**config.mk**
```make
export PLATFORM = sky130hd
export DESIGN_NAME = game_control_fsm
export DESIGN_NICKNAME = d
export VERILOG_FILES = /design/src/rtl/game_control_fsm.sv
export SDC_FILE = /design/constraint.sdc
export NUM_CORES = 1
export LEC_CHECK = 0
export CORE_ASPECT_RATIO = 0.9
export CORE_MARGIN = 2
export CORE_UTILIZATION = 61
export CTS_CLUSTER_SIZE = 25
export DETAILED_ROUTE_END_ITERATION = 12
export PLACE_DENSITY = 0.86
export SLEW_MARGIN = 20
export SYNTH_ARGS = -nofsm -noshare
export SYNTH_HDL_FRONTEND = slang
export SYNTH_SLANG_ARGS = --single-unit
```
**constraint.sdc**
```tcl
create_clock -name FrameClk -period 7 [get_ports FrameClk]
set_clock_uncertainty 0.05 [all_clocks]
set_input_delay 1.4 -clock FrameClk [delete_from_list [all_inputs] [get_ports FrameClk]]
set_output_delay 1.4 -clock FrameClk [all_outputs]
set_load 0.005 [all_outputs]
```
**src/rtl/game_control_fsm.sv**
```systemverilog
`default_nettype none
// +------------------------------------------------------------------------+
// | game_control_fsm: button conditioning, IDLE/RUN/DEAD game FSM, BCD score |
// | Revision: 1.0                                                            |
// +------------------------------------------------------------------------+
module game_control_fsm #(
  parameter int DEB_FRAMES     = 3,
  parameter int SCORE_DIV      = 6,
  parameter int RESTART_FRAMES = 30
) (
  input  logic        FrameClk,
  input  logic        rst,
  input  logic        btnJump,
  input  logic        btnDuck,
  input  logic        collision,
  output logic [1:0]  gameState,
  output logic        jump,
  output logic        duck,
  output logic [15:0] score,
  output logic [15:0] hiScore
);

  typedef enum logic [1:0] {
    IDLE = 2'b00,
    RUN  = 2'b10,
    DEAD = 2'b01
  } state_t;

  localparam logic [3:0] c_DEB_LAST   = 4'(DEB_FRAMES - 1);
  localparam logic [7:0] c_DIV_LAST   = 8'(SCORE_DIV - 1);
  localparam logic [7:0] c_LOCK_LEN   = 8'(RESTART_FRAMES);

  logic [1:0] w_btnRaw;
  logic [1:0] w_btnDebNext;
  logic [1:0] w_btnDebCur;

  assign w_btnRaw = {btnDuck, btnJump};

  for (genvar i = 0; i < 2; i++) begin : g_btn
    logic       r_sync1;
    logic       r_sync2;
    logic       r_deb;
    logic [3:0] r_cnt;
    logic       w_cntHit;

    // The FSM consumes the value the debouncer is about to take, so a
    // debounced edge and its consequence land on the same frame edge.
    assign w_cntHit        = (r_sync2 != r_deb) && (r_cnt == c_DEB_LAST);
    assign w_btnDebNext[i] = r_deb ^ w_cntHit;
    assign w_btnDebCur[i]  = r_deb;

    always_ff @(posedge FrameClk or posedge rst) begin
      if (rst) begin
        r_sync1 <= 1'b0;
        r_sync2 <= 1'b0;
        r_deb   <= 1'b0;
        r_cnt   <= 4'd0;
      end else begin
        r_sync1 <= w_btnRaw[i];
        r_sync2 <= r_sync1;
        r_deb   <= w_btnDebNext[i];
        if ((r_sync2 == r_deb) || w_cntHit) begin
          r_cnt <= 4'd0;
        end else begin
          r_cnt <= r_cnt + 4'd1;
        end
      end
    end
  end

  logic w_jumpEvt;
  logic w_duckLvl;

  assign w_jumpEvt = w_btnDebNext[0] & ~w_btnDebCur[0];
  assign w_duckLvl = w_btnDebNext[1];

  function automatic logic [15:0] bcdInc(input logic [15:0] v);
    logic [15:0] res;
    logic        carry;
    res   = v;
    carry = 1'b1;
    if (v != 16'h9999) begin
      for (int d = 0; d < 4; d++) begin
        if (carry) begin
          if (v[4*d +: 4] == 4'd9) begin
            res[4*d +: 4] = 4'd0;
          end else begin
            res[4*d +: 4] = v[4*d +: 4] + 4'd1;
            carry         = 1'b0;
          end
        end
      end
    end
    return res;
  endfunction

  state_t      r_state;
  state_t      w_stateNext;
  logic        r_jump;
  logic        w_jumpNext;
  logic        r_duck;
  logic        w_duckNext;
  logic [15:0] r_score;
  logic [15:0] w_scoreNext;
  logic [15:0] r_hiScore;
  logic [15:0] w_hiNext;
  logic [7:0]  r_div;
  logic [7:0]  w_divNext;
  logic [7:0]  r_lock;
  logic [7:0]  w_lockNext;

  always_ff @(posedge FrameClk or posedge rst) begin
    if (rst) begin
      r_state   <= IDLE;
      r_jump    <= 1'b0;
      r_duck    <= 1'b0;
      r_score   <= 16'h0000;
      r_hiScore <= 16'h0000;
      r_div     <= 8'd0;
      r_lock    <= 8'd0;
    end else begin
      r_state   <= w_stateNext;
      r_jump    <= w_jumpNext;
      r_duck    <= w_duckNext;
      r_score   <= w_scoreNext;
      r_hiScore <= w_hiNext;
      r_div     <= w_divNext;
      r_lock    <= w_lockNext;
    end
  end

  always_comb begin
    w_stateNext = r_state;
    w_jumpNext  = 1'b0;
    w_duckNext  = 1'b0;
    w_scoreNext = r_score;
    w_hiNext    = r_hiScore;
    w_divNext   = r_div;
    w_lockNext  = r_lock;
    case (r_state)
      IDLE: begin
        if (w_jumpEvt) begin
          w_stateNext = RUN;
          w_divNext   = 8'd0;
        end
      end
      RUN: begin
        // Collision wins: the same-frame jump and any score tick are dropped.
        if (collision) begin
          w_stateNext = DEAD;
          w_lockNext  = 8'd0;
          if (r_score > r_hiScore) begin
            w_hiNext = r_score;
          end
        end else begin
          w_jumpNext = w_jumpEvt;
          w_duckNext = w_duckLvl & ~w_jumpEvt;
          if (r_div == c_DIV_LAST) begin
            w_divNext   = 8'd0;
            w_scoreNext = bcdInc(r_score);
          end else begin
            w_divNext = r_div + 8'd1;
          end
        end
      end
      DEAD: begin
        if (r_lock != c_LOCK_LEN) begin
          w_lockNext = r_lock + 8'd1;
        end else if (w_jumpEvt) begin
          w_stateNext = RUN;
          w_scoreNext = 16'h0000;
          w_divNext   = 8'd0;
        end
      end
      default: begin
        w_stateNext = IDLE;
      end
    endcase
  end

  assign gameState = r_state;
  assign jump      = r_jump;
  assign duck      = r_duck;
  assign score     = r_score;
  assign hiScore   = r_hiScore;

endmodule
`default_nettype wire
```
Word-level counts from Yosys, hierarchy flattened. Index checks and enable logic that the tools add are counted.

Register bits: 66. Bits of input ports: 5. Output and inout port bits: 36. Logic and storage cells: 121.

Add/sub/neg operators: 8. Order comparisons: 1. Equality and inequality tests: 25. Mux-type cells: 48. Bitwise logic cells: 6. Reductions and logical operators: 15.

Operator list (number): 16-bit 2-to-1 mux (5); 8-bit 2-to-1 mux (6); 4-bit 2-to-1 mux (9); 16-bit one-hot mux with 2 select lines (1); 4-bit by 1-bit adder with 4-bit output (second input constant) (6); 8-bit one-hot mux with 3 select lines (1); 1-bit 2-to-1 mux (21); 7-bit AND reduction (3); 2-bit != test (second input constant) (10); 8-bit by 1-bit adder with 8-bit output (second input constant) (2); 4-bit == test (second input constant) (4); 16-bit > comparator (1); 16-bit != test (second input constant) (1); 8-bit one-hot mux with 2 select lines (1); 3-bit AND reduction (3); 4-bit by 2-bit == test with 1-bit output (second input constant) (2); 8-bit by 3-bit == test with 1-bit output (second input constant) (1); 8-bit by 5-bit != test with 1-bit output (second input constant) (1); 2-bit 2-to-1 mux (3); 2-bit one-hot mux with 3 select lines (1); 6-bit AND reduction (1); 3-bit nonzero test (1); 1-bit AND (2); 1-bit == test (2); other kinds (10) (15).

Depth between registers and ports, before layout.
Depth after elaboration: 21. Mapped depth: 9. Depth with buffers taken out: 7.

Least setup slack after synthesis. OpenSTA, ideal clock, no wires.

Kind: input to register. From: in collision. To: reg r_score[12], in the netlist score[12]. Library setup time: 0.066 ns. Data arrival time: 2.693 ns. Data required time: 6.884 ns. Setup slack: 4.191 ns. Stages: 6. Path buffers: 1. Cell sequence: nor3b_2 > nand4_1 > o32a_1 > buf_2 > or4_1 > nand2_1.

Cells in the longest elaborated chain, start to end: 2.

RTL lines: start, declared (RTL line 15) `input logic collision,`; 2-bit != test (no line); 7-bit AND reduction (no line); end signal, assigned (RTL line 125) `r_score <= w_scoreNext;`; end, declared (RTL line 103) `logic [15:0] r_score;`.

No other way between the ends. A chain may end at the register's enable or synchronous reset.

Worst setup path after layout.
From: in collision. To: reg r_score[8], in the netlist score[8].

The elaborated chain is that of the path after synthesis.

==> summary.txt <==
Detailed routing
  – WL final: around 7.4 mm
  – DR vias/cell: 5.93
  – Via count: ~2800
  – DRT iter0 DRCs: ~190
  – Detailed-route DRC error count: 0
  – Avg WL per Cell: 15.6 microns
  – ANT nets after route: 0
  – Pre-antenna DRT Iters: 4

Synthesis
  – Ys Warns: 0
  – Number of synthesized flops with an enable pin: 0
  – Synthesized instance count: approximately 360
  – Most used DFF post-synth: dfrtp_1
  – Yosys cell types: 50
  – Yosys reg bits: 66
  – Ys async rst share: 100%
  – Syn Nets: a little under 400
  – Mapped Area: approximately 0.0036 sq mm
  – Sequential-to-total area share from yosys stat: approximately 45%
  – Avg Synthesized Cell Area: between 10 and 15 sq um

Layout
  – Layout cells sized above 1: around 10%
  – Diode count: 0
  – Nets: around 440
  – FILL cells: 400
  – Area added between synthesis and finish: 17.6%

Global route
  – Initial antenna violation count: 0
  – First-pass GRT wire length: 13.1 mm
  – Vias in the first global route: ~2800
  – Largest net degree at the start of global routing: 67
  – GRT Util Overall: around 25%
  – Gr ovfl total: 0

Clocking
  – Worst-path clk slew: 0.07 ns
  – Root Driver: clkbuf_8
  – CTS H-Tree Depth: 3
  – TritonCTS buffer count: 9
  – Worst-skew pair later-pin latency: ~0.34 ns
  – Hold_buf cts: 0
  – Clk sinks: 66
  – Post-CTS Setup Bufs: 0
  – CTS tree: yes
  – Max Buffers Root-to-Sink: 2
  – Post-CTS sizing: 0

Timing
  – Final hold violation count: 0
  – Worst-margin pin slew: around 0.82 ns
  – Worst hold slack: 0.306 ns
  – Total Neg Setup Slack: 0 ns
  – Fin crit share: ~47%
  – Relative slew slack: 45.6%
  – Slew Limit Fails: 0
  – Final setup vio count: 0
  – Min Tclk post-route: 3.27 ns
  – Highest Clock Rate: between 0.3 and 0.4 GHz
  – RSZ-0062 raised after global routing: no

Setup path
  – Kind of critical path: input port to flop
  – CP Data Required Time: 7.17 ns
  – Critical path endpoint category: flop
  – CP Max Fanout: 21
  – RR Startpoint: score[15]
  – Worst r2r path cells: 6
  – WP data arrival: approximately 3.4 ns
  – Startpoint Class: input port
  – Crit path launch: collision

Run
  – Max_cap viols: 0

Power and ir drop
  – VDD IR-drop max: about 230 uV
  – Pwr/cell area: between 200 and 250 mW/mm^2
  – Leak Pwr: 0.00189 uW

Floorplan
  – Die area: between 0.006 and 0.007 sq mm
  – Die Y: around 77 microns
  – I/O pins: 41
  – Number of cell rows: 26
  – Initial Utilization: 63.7%
  – Die width: approximately 86 microns
  – CORE AREA: 0.00573 sq mm

Worst hold path
  – HP Start: g_btn[0].r_sync1
  – Hold path depth: 0
  – Worst hold path type: flop to flop

Placement
  – HPWL after detailed placement: between 5 and 6 mm
  – GP Congestion: 0.809
  – PortBufs: 40

Status
  – Outcome: finished clean
==> registers in the layout, summed over array words and instances, names as in the netlist <==
register,count
hiScore,16
score,16
g_btn.r_cnt,8
r_div,8
r_lock,8
g_btn.r_deb,2
g_btn.r_sync1,2
g_btn.r_sync2,2
gameState,2
duck,1
jump,1
==> cells in the mapped netlist, drive strengths merged, types with 5 or more instances <==
master	n	area (sq um)
a21oi	9	45.0
nand3b	7	52.6
mux2	17	214
and3	6	37.5
o21ai	30	154
nor3	7	35.0
nand4	11	75.1
nand3	9	45.0
xor2	9	78.8
nor2b	7	43.8
ha	32	400
nand2	26	97.6
inv	28	105
nor2	30	113
dfrtp	66	1650
nand2b	5	31.3
==> worst max-delay path, cell delays in order <==
cell and delay (ns):
clkdlybuf4s50_1 0.43, nor3b_2 0.36, nand4_1 0.18, o32a_1 0.45, nand2b_1 0.31, mux2_2 0.30
==> per-layer routing <==
metal	routed length [microns]	vias to the layer above	GRT usage [%]
met4	80	0	7.14
met2	3540	75	38.7
met3	364	10	6.70
met1	3420	1388	33.9
met5	0	-	0
li1	-	1349	-
==> area by class of cell <==
type                       instances  area, sq um  share of cell area, %
clock buffer                      14          163                   3.79
clock inverter                     2         35.0                  0.817
inverter                          28          105                   2.45
multi-input combinational        255         1840                   42.9
sequential                        66         1650                   38.5
tap                               70         87.6                   2.04
timing repair buffer              41          408                   9.51
==> logic make-up after synthesis <==
family	count (synthesis)	share of synthesized area, %
XOR/XNOR	11	2.64
adder cells (fa/ha/maj)	32	11.0
AO/OA/AOI/OAI	61	10.5
multiplexers	21	6.96
AND/OR/NAND/NOR	130	19.3
buffers and inverters	35	4.32
flip-flops	66	45.3
==> path summary, 6_finish.rpt <==
check / endpoint / slack [ns]
setup / recovery: score[8] / 3.73
hold / removal: g_btn[0].r_sync2 / 0.31
setup reg to reg: hiScore[8] / 4.01
hold reg to reg: g_btn[0].r_sync2 / 0.31
max in group asynchronous: score[8] / 4.80
min in group asynchronous: g_btn[1].r_cnt[3] / 1.57
==> per-stage QoR <==
stage	cells	util, %	setup slack [ns]	instance area, sq um	total power [uW]
after floorplan	356	-	3.90	3650	615
after global placement	460	71.4	3.41	4090	659
after detailed placement	460	71.4	3.37	4090	673
after CTS	476	74.9	3.73	4290	999
after global routing	476	74.9	3.57	4290	1050
final	476	74.9	3.73	4290	990
==> layout by cell type, fill, tap and decap left out, types with 2 or more instances in the layout <==
cell type	n
a21o_1	4
nand4_1	10
nor3b_2	2
clkdlybuf4s50_1	40
nand3b_1	7
inv_1	27
or4_1	2
and2_1	2
ha_1	32
a31oi_1	3
and3_1	6
a21oi_1	9
clkbuf_8	11
mux2_2	11
nor2_1	30
nor2b_1	7
o21ai_0	29
o31ai_1	4
nand2b_1	5
dfrtp_1	66
clkbuf_1	3
a22o_1	2
nand3_1	9
nor4_1	4
xor2_1	9
nand2_1	26
mux2_4	6
mux2i_1	4
xnor2_1	2
o211ai_1	2
or3_1	4
nor3_1	7
==> power breakdown <==
group	leakage [uW]	total, uW	switching [uW]	internal (uW)
Sequential	0.000793	489	54.9	434
Combinational	0.000996	178	88.4	89.4
Clock	0.000101	324	140	184
Total	0.00189	990	283	707
Note: power is estimated with default switching activity, not from simulation.
